**config.mk**
```make
export PLATFORM = sky130hd
export DESIGN_NAME = reg_file_param
export DESIGN_NICKNAME = d
export VERILOG_FILES = /design/src/rtl/reg_file_param.sv
export SDC_FILE = /design/constraint.sdc
export NUM_CORES = 1
export LEC_CHECK = 0
export ABC_CLOCK_PERIOD_IN_PS = 2000
export CORE_MARGIN = 5
export CORE_UTILIZATION = 55
export DETAILED_ROUTE_END_ITERATION = 8
export GPL_TIMING_DRIVEN = 0
export PLACE_DENSITY = 0.82
export SETUP_SLACK_MARGIN = 0.3
export SLEW_MARGIN = 20
export SYNTH_ARGS = -nofsm -noshare
export SYNTH_HDL_FRONTEND = slang
export SYNTH_SLANG_ARGS = --single-unit
```
**constraint.sdc**
```tcl
create_clock -name clk -period 2 [get_ports clk]
set_input_delay 0.4 -clock clk [delete_from_list [all_inputs] [get_ports clk]]
set_output_delay 0.4 -clock clk [all_outputs]
set_load 0.005 [all_outputs]
```
**src/rtl/reg_file_param.sv**
```systemverilog
// Parametrised register file: NUM_RD registered read ports, per-lane writes and read masking.
// A synchronous reset starts a clear sweep. Define REGFILE_WR_BYPASS_EN to forward same-edge write data to reads.
module reg_file_param #(
    parameter int DATA_W = 16,
    parameter int LANE_W = 8,
    parameter int DEPTH  = 8,
    parameter int ADDR_W = 3,
    parameter int NUM_RD = 2
) (
    input  logic                       clk,
    input  logic                       rst,
    input  logic                       rd_req,
    input  logic [NUM_RD*ADDR_W-1:0]   rd_addr,
    input  logic [DATA_W/LANE_W-1:0]   rd_lane_mask,
    output logic [NUM_RD*DATA_W-1:0]   rd_data,
    output logic                       rd_valid,
    input  logic [ADDR_W-1:0]          wr_addr,
    input  logic [DATA_W-1:0]          wr_data,
    input  logic [DATA_W/LANE_W-1:0]   wr_lane_en,
    output logic                       busy
);

    localparam int LANES = DATA_W / LANE_W;

    typedef enum logic {
        CLEAR,
        IDLE
    } state_t;

    state_t state, state_next;

    logic [ADDR_W-1:0]        clr_ptr;
    logic                     clr_last;
    logic                     clear_en;
    logic                     wr_en;
    logic                     rd_en;
    logic                     wr_in_range;
    logic [DATA_W-1:0]        wr_bits;
    logic [DATA_W-1:0]        rd_bits;
    logic [NUM_RD*DATA_W-1:0] rd_next;
    logic [DATA_W-1:0]        gpr [DEPTH];

    assign clr_last    = (clr_ptr == ADDR_W'(DEPTH - 1));
    assign wr_in_range = (32'(wr_addr) < DEPTH);

    always_ff @(posedge clk) begin
        if (rst) begin
            state   <= CLEAR;
            clr_ptr <= '0;
        end else begin
            state <= state_next;
            if (clear_en) begin
                clr_ptr <= clr_last ? '0 : clr_ptr + 1'b1;
            end
        end
    end

    always_comb begin
        state_next = state;
        case (state)
            CLEAR:   if (clr_last) state_next = IDLE;
            IDLE:    state_next = IDLE;
            default: state_next = CLEAR;
        endcase
    end

    always_comb begin
        clear_en = (state == CLEAR);
        busy     = (state == CLEAR);
        wr_en    = (state == IDLE) && (|wr_lane_en) && wr_in_range;
        rd_en    = (state == IDLE) && rd_req;
    end

    // Lane enables and read masks widened to one bit per data bit.
    always_comb begin
        wr_bits = '0;
        rd_bits = '0;
        for (int i = 0; i < LANES; i++) begin
            wr_bits[i*LANE_W +: LANE_W] = {LANE_W{wr_lane_en[i]}};
            rd_bits[i*LANE_W +: LANE_W] = {LANE_W{rd_lane_mask[i]}};
        end
    end

    for (genvar p = 0; p < NUM_RD; p++) begin : g_rd
        logic [ADDR_W-1:0] addr;
        logic [DATA_W-1:0] stored;
        logic [DATA_W-1:0] word;

        assign addr   = rd_addr[p*ADDR_W +: ADDR_W];
        assign stored = (32'(addr) < DEPTH) ? gpr[addr] : '0;
`ifdef REGFILE_WR_BYPASS_EN
        // wr_en already excludes CLEAR and out-of-range write addresses.
        assign word = (wr_en && (addr == wr_addr)) ? ((stored & ~wr_bits) | (wr_data & wr_bits))
                                                   : stored;
`else
        assign word = stored;
`endif
        assign rd_next[p*DATA_W +: DATA_W] = word & rd_bits;
    end

    always_ff @(posedge clk) begin
        if (rst) begin
            rd_data  <= '0;
            rd_valid <= 1'b0;
        end else begin
            rd_valid <= rd_en;
            if (rd_en) begin
                rd_data <= rd_next;
            end
        end
    end

    // The array itself is left alone on the reset edge; the sweep does the clearing.
    always_ff @(posedge clk) begin
        if (!rst) begin
            if (clear_en) begin
                gpr[clr_ptr] <= '0;
            end else if (wr_en) begin
                for (int i = 0; i < LANES; i++) begin
                    if (wr_lane_en[i]) begin
                        gpr[wr_addr][i*LANE_W +: LANE_W] <= wr_data[i*LANE_W +: LANE_W];
                    end
                end
            end
        end
    end

endmodule

```
==> impl_metrics.env, run 1 <==
export IMPL_die_x_um=126
export IMPL_crit_arrival_ns=1.89
export IMPL_ys_seq_elements=165
export IMPL_dp_hpwl_mm=13.2
export IMPL_synthCells=502
export IMPL_drtIter0Drc=463
export IMPL_cts_max_level=4
export IMPL_crit_fanout=8
export IMPL_drc=0
export IMPL_hp_class="input pin to flop"
export IMPL_timing_setup_tns_ns=0
export IMPL_place_gp_congestion=0.899
export IMPL_port_buffers=63
export IMPL_synthTopCellsByArea="edfxtp_1, dfxtp_1, mux2i_1, mux4_2, a32oi_1"
export IMPL_grt_pass1_vias=5260
export IMPL_final_max_slew_viol_count=0
export IMPL_hold_viol=0
export IMPL_ir_worst_vdd_mv=0.629
export IMPL_cts_path_max_buffers=2
export IMPL_p_comb_share_pct=9.4
export IMPL_yosys_area_top_type="edfxtp_1"
export IMPL_p_sw_w=0.00176
export IMPL_fill_cells=826
export IMPL_drive_gt1_share_pct=25.0
export IMPL_wl_mm=20.2
export IMPL_place_area_um2=8310
export IMPL_swShare_pct=22.6
export IMPL_cts_made_buffers=17
export IMPL_leakagePower_nw=3.53
export IMPL_post_drt_wl_per_cell_um=25.6
export IMPL_power_density_nw_per_um2=833
export IMPL_grt_overflow=0
export IMPL_rsz0062_at_grt="true"
export IMPL_slowest_stage="dfxtp_4"
export IMPL_status="finished clean"
export IMPL_synth_top_area_share_pct=51.6
export IMPL_fin_area_um2=9360
export IMPL_dr_total_vias=5111
export IMPL_grt_use_total_pct=25.5
export IMPL_ios=66
export IMPL_dieArea_um2=16000
export IMPL_critPathCaptureType="flop"
export IMPL_min_period_over_period_pct=85.5
export IMPL_cts_hold_buf=0
export IMPL_period_minus_slack_ns=1.71
export IMPL_syn_cell_area_um2=7450
export IMPL_root_buffer="clkbuf_16"
export IMPL_critical_path_class="flop to flop"
export IMPL_cp_start_kind="flop"
export IMPL_insertion_delay_ns=0.42
export IMPL_slew_headroom_pct=63.4
export IMPL_initial_core_util_pct=56.2
export IMPL_die_y_um=126
export IMPL_cts_tree="built"
export IMPL_finClkSkew_ns=0.0103
export IMPL_max_freq_ghz=0.585
export IMPL_internal_power_w=0.00604
export IMPL_power_frac_clock_pct=42.2
export IMPL_rows=42
export IMPL_grt_pass1_wl_mm=30.7
export IMPL_syn_to_final_growth_pct=25.7
export IMPL_ys_warnings_count=0
export IMPL_clk_pin_slew_ns=0.06
export IMPL_viasPerCell=6.49
export IMPL_grt_max_degree=17
export IMPL_path_cells="inv_4, nor3_4, buf_6, mux2i_4, buf_12, nor2_4, buf_12"
export IMPL_avgSynthCellArea_um2=14.8
export IMPL_drtPass1Iterations=7
export IMPL_antenna_found_initial=0
export IMPL_worst_hold_slack_ns=0.497
export IMPL_core_um2=13200
export IMPL_cts_sinks=165
export IMPL_tightest_slew_ns=0.550
export IMPL_crit_required_ns=2.18
export IMPL_slowest_delay_ns=0.38
export IMPL_synth_nets=536
export IMPL_setup_viol=0
export IMPL_yosysSeqAreaShare_pct=61.6
export IMPL_drtAntennaViolNets=0
export IMPL_crit_top_cell="buf_12"
export IMPL_pwr_share_seq_pct=48.4
export IMPL_final_nets=632
export IMPL_diodes=0
export IMPL_synth_cell_types=27
export IMPL_max_cap_violations=0
==> cell usage after synthesis <==
library cell / n
buf_6: 8
nand2_1: 4
buf_2: 12
a21o_1: 2
buf_4: 2
and2_1: 16
buf_1: 3
a22oi_1: 32
dfxtp_1: 37
mux2i_1: 69
nand3_1: 2
or2_1: 2
and3_1: 2
edfxtp_1: 128
a21oi_1: 3
nor2_1: 58
ha_1: 2
nor2_2: 2
nor3_1: 2
mux4_1: 2
a32oi_1: 32
mux4_2: 30
mux2_2: 1
nand2b_1: 32
clkbuf_1: 11
inv_1: 1
nor2b_1: 7
==> layout by cell type, fill, tap and decap left out, types with 9 or more instances in the layout <==
| cell | count |
|---|---|
| dfxtp_1 | 23 |
| nor2_4 | 18 |
| mux4_2 | 30 |
| clkdlybuf4s50_1 | 43 |
| nor2_1 | 42 |
| a32oi_1 | 32 |
| clkbuf_2 | 10 |
| buf_2 | 9 |
| buf_6 | 9 |
| edfxtp_1 | 128 |
| nand2b_1 | 32 |
| clkbuf_16 | 17 |
| mux2i_1 | 66 |
| a22oi_1 | 32 |
| dfxtp_2 | 13 |
==> cell families after synthesis <==
kind of cell    count (synthesis)  synth area share, %
flops                         165                 61.6
simple gates                  127                 8.52
mux                           102                 19.2
compound gates                 69                 7.39
buf+inv                        37                 2.97
fa+ha+maj                       2                0.336
==> critical path, delay by kind of cell, from the launching register on <==
kind | cells | cell delay, ns
DFF | 1 | 0.38
buffers and inverters | 4 | 0.56
muxes | 1 | 0.27
and+or+nand+nor | 2 | 0.27
==> flip-flops by register name, summed over array words and instances (netlist names) <==
name      flops
rd_valid      1
rd_data      32
gpr         128
state         1
clr_ptr       3
==> power groups by stage <==
stage | clock [W] | sequential [W] | combinational [W]
floorplan | 0 | 0.00383 | 0.000370
global placement | 0 | 0.00384 | 0.000551
detailed placement | 0 | 0.00385 | 0.000568
CTS | 0.00329 | 0.00377 | 0.000697
global route | 0.00344 | 0.00378 | 0.000765
finish | 0.00329 | 0.00378 | 0.000730
==> layer usage <==
| metal | wire length, um | vias up | track usage (%) |
|---|---|---|---|
| met5 | 0 | - | 0 |
| met4 | 682 | 0 | 9.97 |
| met3 | 1730 | 53 | 5.00 |
| met2 | 10200 | 343 | 42.6 |
| met1 | 7530 | 2554 | 33.2 |
| li1 | - | 2161 | - |
==> final cells by class <==
type                       count  area [um^2]  share of cell area [%]
inverter                       1         6.26                  0.0669
tap                          176          220                    2.35
clock buffer                  20          437                    4.67
buffer                        36          260                    2.78
multi-input combinational    300         2850                    30.4
timing repair buffer          77          826                    8.82
sequential                   165         4600                    49.2
clock inverter                12          155                    1.66
==> stage by stage <==
| step | utilization (%) | cells | worst slack, ns | total power, W |
|---|---|---|---|---|
| final | 70.7 | 787 | 0.289 | 0.00780 |
| after global routing | 70.7 | 787 | 0.262 | 0.00799 |
| after CTS | 69.9 | 784 | 0.301 | 0.00776 |
| after detailed placement | 62.7 | 741 | -0.817 | 0.00442 |
| after global placement | 62.7 | 741 | -0.719 | 0.00439 |
| after floorplan | - | 502 | 0.229 | 0.00420 |
==> path summary, 6_finish.rpt <==
kind | from | to | cells past startpoint | slack, ns
setup / recovery | state$_SDFF_PP0_ | gpr[2][14]$_DFFE_PP_ | 7 | 0.29
hold / removal | rd_addr[2] | rd_data[12]$_SDFFE_PP0P_ | 4 | 0.50
setup reg to reg | state$_SDFF_PP0_ | gpr[2][14]$_DFFE_PP_ | 7 | 0.29
hold reg to reg | rd_data[12]$_SDFFE_PP0P_ | rd_data[12]$_SDFFE_PP0P_ | 2 | 0.50
==> timing repair <==
action,in CTS,in global routing
pin swaps,8,8
buffers inserted,11,3
endpoints found under the hold margin,0,0
gates resized for setup,78,37
setup endpoints to repair,252,195
Power figures use the tool's default switching activity.
==> inputs of run 2 (changes only) <==
--- a/config.mk
+++ b/config.mk
@@ -10,6 +10,7 @@
 export CORE_UTILIZATION = 55
 export DETAILED_ROUTE_END_ITERATION = 8
 export GPL_TIMING_DRIVEN = 0
+export MAX_ROUTING_LAYER = met4
 export PLACE_DENSITY = 0.82
 export SETUP_SLACK_MARGIN = 0.3
 export SLEW_MARGIN = 20
==> run 2 against run 1 <==
  * Cell count increased by 0.89%
  * Sequential share of layout area decreased by 0.37 points
  * Core utilization increased by 0.60 points
  * Sequential cell count unchanged
  * Clock power increased by 2%
  * Critical path type unchanged
  * Largest cell class unchanged
  * Highest routed layer unchanged
==> impl_metrics.env, run 2 (synthesis results as in run 1) <==
export IMPL_post_drt_wl_per_cell_um=25.9
export IMPL_port_buffers=63
export IMPL_dr_max_layer_used="met4"
export IMPL_insertion_delay_ns=0.43
export IMPL_cts_path_max_buffers=2
export IMPL_dp_hpwl_mm=12.9
export IMPL_crit_arrival_ns=1.80
export IMPL_cts_tree="built"
export IMPL_setup_viol=0
export IMPL_wl_met1_mm=7.74
export IMPL_wl_mm=20.6
export IMPL_finClkSkew_ns=0.00973
export IMPL_final_common_cell="edfxtp_1"
export IMPL_cp_start_kind="flop"
export IMPL_die_y_um=126
export IMPL_ios=66
export IMPL_slew_headroom_pct=61.6
export IMPL_drc=0
export IMPL_period_minus_slack_ns=1.70
export IMPL_hold_viol=0
export IMPL_worst_path_buf_inv=2
export IMPL_grt_max_degree=17
export IMPL_hp_class="flop to flop"
export IMPL_dieArea_um2=16000
export IMPL_drtPass1Iterations=5
export IMPL_crit_fanout=8
export IMPL_drtAntennaViolNets=0
export IMPL_largest_reg_flops=128
export IMPL_wl_met2_mm=10.5
export IMPL_rows=42
export IMPL_rsz0062_at_grt="true"
export IMPL_root_buffer="clkbuf_16"
export IMPL_critPathCaptureType="flop"
export IMPL_post_route_util_pct=71.3
export IMPL_crit_required_ns=2.10
export IMPL_die_x_um=126
export IMPL_most_common_layout_cells="edfxtp_1, mux2i_1, nor2_1, clkdlybuf4s50_1"
export IMPL_syn_to_final_growth_pct=26.7
export IMPL_path_cells="inv_4, nor3_4, buf_4, mux2_4, nor2_4"
export IMPL_final_cell_count_no_fill=794
export IMPL_status="finished clean"
export IMPL_cts_hold_buf=0
export IMPL_min_period_over_period_pct=85.0
export IMPL_place_gp_congestion=0.919
export IMPL_grt_pass1_wl_mm=30.5
export IMPL_wl_met3_mm=1.71
export IMPL_tightest_slew_ns=0.576
export IMPL_slowest_stage="dfxtp_4"
export IMPL_ir_worst_vdd_mv=0.616
export IMPL_critical_path_class="flop to flop"
export IMPL_clk_pin_slew_ns=0.06
export IMPL_largest_registers="gpr x128, rd_data x32, clr_ptr x3"
export IMPL_power_density_nw_per_um2=835
export IMPL_top_register="gpr"
export IMPL_cts_max_level=4
export IMPL_core_um2=13200
export IMPL_grt_pass1_vias=5231
export IMPL_diodes=0
export IMPL_max_freq_ghz=0.588
export IMPL_drive_gt1_share_pct=26.2
export IMPL_cts_sinks=165
export IMPL_final_max_slew_viol_count=0
export IMPL_leakagePower_nw=3.59
export IMPL_slowest_delay_ns=0.38
export IMPL_max_cap_violations=0
export IMPL_grt_use_total_pct=26.0
export IMPL_final_nets=639
export IMPL_drtIter0Drc=510
export IMPL_placed_cells=741
export IMPL_grt_overflow=0
export IMPL_antenna_found_initial=0
export IMPL_dr_total_vias=5148
export IMPL_crit_family="simple AND/OR/NAND/NOR gates"
export IMPL_cts_made_buffers=17
export IMPL_initial_core_util_pct=56.2
export IMPL_viasPerCell=6.48
## run 2: changes by cell type in the layout (fill, tap and decap cells not counted), moves of 3 or more
| cell | change |
|---|---|
| and2_1 | +3 |
| clkbuf_2 | -3 |
| dfxtp_2 | +3 |
| and2_2 | -3 |
| buf_4 | +7 |
| dfxtp_1 | -3 |
| dlygate4sd2_1 | +4 |
## run 2: cell type report
| class | count | area [um^2] |
|---|---|---|
| Inverter | 1 | 6.26 |
| Clock buffer | 17 | 425 |
| Buffer | 36 | 248 |
| Sequential cell | 165 | 4610 |
| Fill cell | 779 | 3810 |
| Multi-Input combinational cell | 300 | 2850 |
| Timing Repair Buffer | 84 | 900 |
| Tap cell | 176 | 220 |
| Clock inverter | 15 | 180 |
## run 2: stage by stage
stage	setup WS, ns	power (W)	instance area (um^2)	TNS (ns)	hold WS [ns]
3_5_place_dp	-0.771	0.00441	8310	-125.15	0.479
4_1_cts	0.290	0.00781	9260	0	0.497
2_1_floorplan	0.229	0.00420	7460	0	0.478
6_report	0.300	0.00788	9440	0	0.494
5_1_grt	0.255	0.00805	9440	0	0.519
3_3_place_gp	-0.709	0.00439	8310	-108.08	0.479
## run 2: path summary, 6_finish.rpt
check | cells past startpoint | from | slack [ns] | to
worst max-delay path | 5 | state$_SDFF_PP0_ | 0.30 | gpr[6][2]$_DFFE_PP_
worst max register to register | 5 | state$_SDFF_PP0_ | 0.30 | gpr[6][2]$_DFFE_PP_
worst min register to register | 2 | rd_data[2]$_SDFFE_PP0P_ | 0.49 | rd_data[2]$_SDFFE_PP0P_
worst min-delay path | 2 | rd_data[2]$_SDFFE_PP0P_ | 0.49 | rd_data[2]$_SDFFE_PP0P_
## run 2: timing repair
item                                    CTS  global route
setup buffers                            11            10
resized for setup                        80            30
endpoints found under the setup margin  259           211
pin swaps                                 8            12
## run 2: where the power goes
part / switching, W / internal (W) / leakage, nW
combinational: 0.000395 / 0.000338 / 1.73
sequential: 0.0000421 / 0.00373 / 1.57
clock: 0.00140 / 0.00198 / 0.292
## run 2: worst min-delay path, delay by kind of cell (launching register included)
family / cells / cell delay [ns]
DFF: 1 / 0.33
and+or+nand+nor: 1 / 0.07
AOI/OAI and AO/OA: 1 / 0.06
## run 2: metal layers
layer | GRT usage [%] | vias to the layer above
met5 | - | -
met4 | 7.76 | 0
met3 | 5.76 | 63
met2 | 43.3 | 348
met1 | 32.2 | 2565
li1 | - | 2172
==> inputs of run 3 (changes only) <==
--- a/config.mk
+++ b/config.mk
@@ -5,7 +5,7 @@
 export SDC_FILE = /design/constraint.sdc
 export NUM_CORES = 1
 export LEC_CHECK = 0
-export ABC_CLOCK_PERIOD_IN_PS = 2000
+export ABC_CLOCK_PERIOD_IN_PS = 1850
 export CORE_MARGIN = 5
 export CORE_UTILIZATION = 55
 export DETAILED_ROUTE_END_ITERATION = 8
==> constraint.sdc (replaced) <==
create_clock -name clk -period 1.85 [get_ports clk]
set_input_delay 0.37 -clock clk [delete_from_list [all_inputs] [get_ports clk]]
set_output_delay 0.37 -clock clk [all_outputs]
set_load 0.005 [all_outputs]
==> run 3 against run 2 <==
  * Power up 10%
  * Sequential share of layout area down 0.053 points
  * Worst setup slack got worse by 0.10 ns
  * First-iteration DRC count is 1.6% lower
  * Core utilization barely moved
  * Count of clock-buffer cells in the layout increased by 2
  * Final area hardly changed
  * Die area did not move
  * Via count is 0.45% lower
  * Combinational power rose by 8.3%
  * Critical path type unchanged
  * Critical endpoint is now gpr[4][9]$_DFFE_PP_
==> impl_metrics.env, run 3 (synthesis results as in run 1) <==
export IMPL_drive_gt1_share_pct=27.3
export IMPL_period_minus_slack_ns=1.65
export IMPL_min_period_over_period_pct=89.3
export IMPL_r2r_slack_ns=0.20
export IMPL_hp_class="input pin to flop"
export IMPL_internal_power_w=0.00680
export IMPL_root_buffer="clkbuf_16"
export IMPL_place_gp_congestion=0.883
export IMPL_max_freq_ghz=0.605
export IMPL_dr_total_vias=5125
export IMPL_core_um2=13200
export IMPL_rsz0062_at_grt="true"
export IMPL_ios=66
export IMPL_power_density_nw_per_um2=923
export IMPL_largest_reg_flops=128
export IMPL_fill_cells=822
export IMPL_place_area_um2=8440
export IMPL_dp_hpwl_mm=13.2
export IMPL_drc=0
export IMPL_grt_pass1_wl_mm=30.4
export IMPL_rows=42
export IMPL_clk_pin_slew_ns=0.06
export IMPL_crit_required_ns=1.95
export IMPL_tightest_slew_ns=0.532
export IMPL_finClkSkew_ns=0.00714
export IMPL_die_x_um=126
export IMPL_pwr_share_seq_pct=46.9
export IMPL_reg2reg_from="clr_ptr[2]$_SDFFE_PP0N_"
export IMPL_critPathCaptureType="flop"
export IMPL_final_max_slew_viol_count=0
export IMPL_leakagePower_nw=3.60
export IMPL_final_common_cell="edfxtp_1"
export IMPL_crit_arrival_ns=1.75
export IMPL_post_drt_wl_per_cell_um=25.5
export IMPL_ir_worst_vdd_mv=1.01
export IMPL_diodes=0
export IMPL_regArea_um2=4600
export IMPL_antenna_found_initial=0
export IMPL_max_cap_violations=0
export IMPL_cts_sinks=165
export IMPL_largest_registers="gpr x128, rd_data x32, clr_ptr x3"
export IMPL_power_frac_clock_pct=44.0
export IMPL_worstRegToRegCells=4
export IMPL_viasPerCell=6.50
export IMPL_dieArea_um2=16000
export IMPL_hold_viol=0
export IMPL_grt_overflow=0
export IMPL_top_register="gpr"
export IMPL_setup_viol=0
export IMPL_grt_use_total_pct=25.7
export IMPL_crit_fanout=8
export IMPL_initial_core_util_pct=56.2
export IMPL_p_sw_w=0.00190
export IMPL_multi_input_area_um2=2880
export IMPL_min_to="rd_data[10]$_SDFFE_PP0P_"
export IMPL_swShare_pct=21.9
export IMPL_cts_max_level=4
export IMPL_die_y_um=126
export IMPL_drtIter0Drc=502
export IMPL_cts_tree="built"
export IMPL_cts_made_buffers=17
export IMPL_hold_depth=4
export IMPL_most_common_layout_cells="edfxtp_1, mux2i_1, nor2_1, dlygate4sd2_1"
export IMPL_worst_r2r_endpoint="gpr[4][9]$_DFFE_PP_"
export IMPL_insertion_delay_ns=0.42
export IMPL_port_buffers=63
export IMPL_grt_pass1_vias=5279
export IMPL_grt_max_degree=17
export IMPL_cts_path_max_buffers=2
export IMPL_worstHoldStart="rd_addr[2]"
export IMPL_drtAntennaViolNets=0
export IMPL_critical_path_class="flop to flop"
export IMPL_status="finished clean"
export IMPL_final_nets=633
export IMPL_slew_headroom_pct=64.5
export IMPL_fin_area_um2=9430
export IMPL_post_route_util_pct=71.2
export IMPL_drtPass1Iterations=5
export IMPL_p_comb_share_pct=9.1
export IMPL_syn_to_final_growth_pct=26.7
export IMPL_cp_start_kind="flop"
export IMPL_wl_mm=20.1
==> run 3: changes by cell type in the layout (fill, tap and decap cells not counted), moves of 5 or more <==
cell	delta
and2_1	-6
and2_4	+5
buf_4	-5
clkbuf_2	+5
clkdlybuf4s50_1	-19
dfxtp_1	+5
dfxtp_2	-5
dlygate4sd2_1	+24
dlymetal6s2s_1	-8
==> run 3: worst max-delay path by stage <==
stage | to | slack [ns] | depth (start not counted) | start
global placement | rd_data[30]$_SDFFE_PP0P_ | -0.60 | 6 | rd_addr[5]
floorplan | gpr[6][0]$_DFFE_PP_ | 0.28 | 4 | state$_SDFF_PP0_
CTS | gpr[5][8]$_DFFE_PP_ | 0.20 | 7 | state$_SDFF_PP0_
detailed placement | rd_data[26]$_SDFFE_PP0P_ | -0.73 | 6 | rd_addr[5]
global route | gpr[5][9]$_DFFE_PP_ | 0.15 | 7 | state$_SDFF_PP0_
finish | gpr[4][9]$_DFFE_PP_ | 0.20 | 4 | clr_ptr[2]$_SDFFE_PP0N_
==> run 3: layout make-up <==
type	count	area share (%)
clock inverter	13	2.18
multi-input combinational	300	30.5
sequential	165	48.8
buffer	36	3.06
clock buffer	19	4.59
tap	176	2.33
inverter	1	0.0663
timing repair buffer	78	8.51
==> run 3: layer usage <==
| layer | track usage, % | part of all wire (%) |
|---|---|---|
| met5 | - | 0 |
| met2 | 41.4 | 52 |
| met4 | 8.33 | 2.3 |
| met1 | 33.2 | 39 |
| met3 | 5.04 | 7.5 |
==> run 3: worst max-delay path, cell delays in order (launching register included) <==
cell,delay [ns]
dfxtp_1,0.42
nor2b_1,0.34
mux2i_4,0.13
buf_12,0.16
nor2_4,0.26
==> run 3: timing repair <==
item	CTS	global route
gates resized for setup	102	30
pin swaps	14	17
buffers inserted	12	2
gates cloned	0	1
hold buffers	0	0
setup endpoints to repair	284	228
==> run 3: stage by stage <==
step	setup slack [ns]	TNS [ns]	instances	hold WS [ns]	total power [W]
floorplan	0.275	0	502	0.478	0.00459
global placement	-0.604	-99.17	741	0.479	0.00479
detailed placement	-0.732	-115.47	741	0.479	0.00482
CTS	0.204	0	785	0.488	0.00864
global route	0.155	0	788	0.444	0.00893
finish	0.198	0	788	0.432	0.00870
==> run 3: power groups by stage <==
stage	clock network, W	logic (W)	registers, W
final	0.00383	0.000795	0.00408
after global routing	0.00400	0.000838	0.00409
after CTS	0.00380	0.000760	0.00408
after detailed placement	0	0.000662	0.00416
after global placement	0	0.000642	0.00415
after floorplan	0	0.000444	0.00414
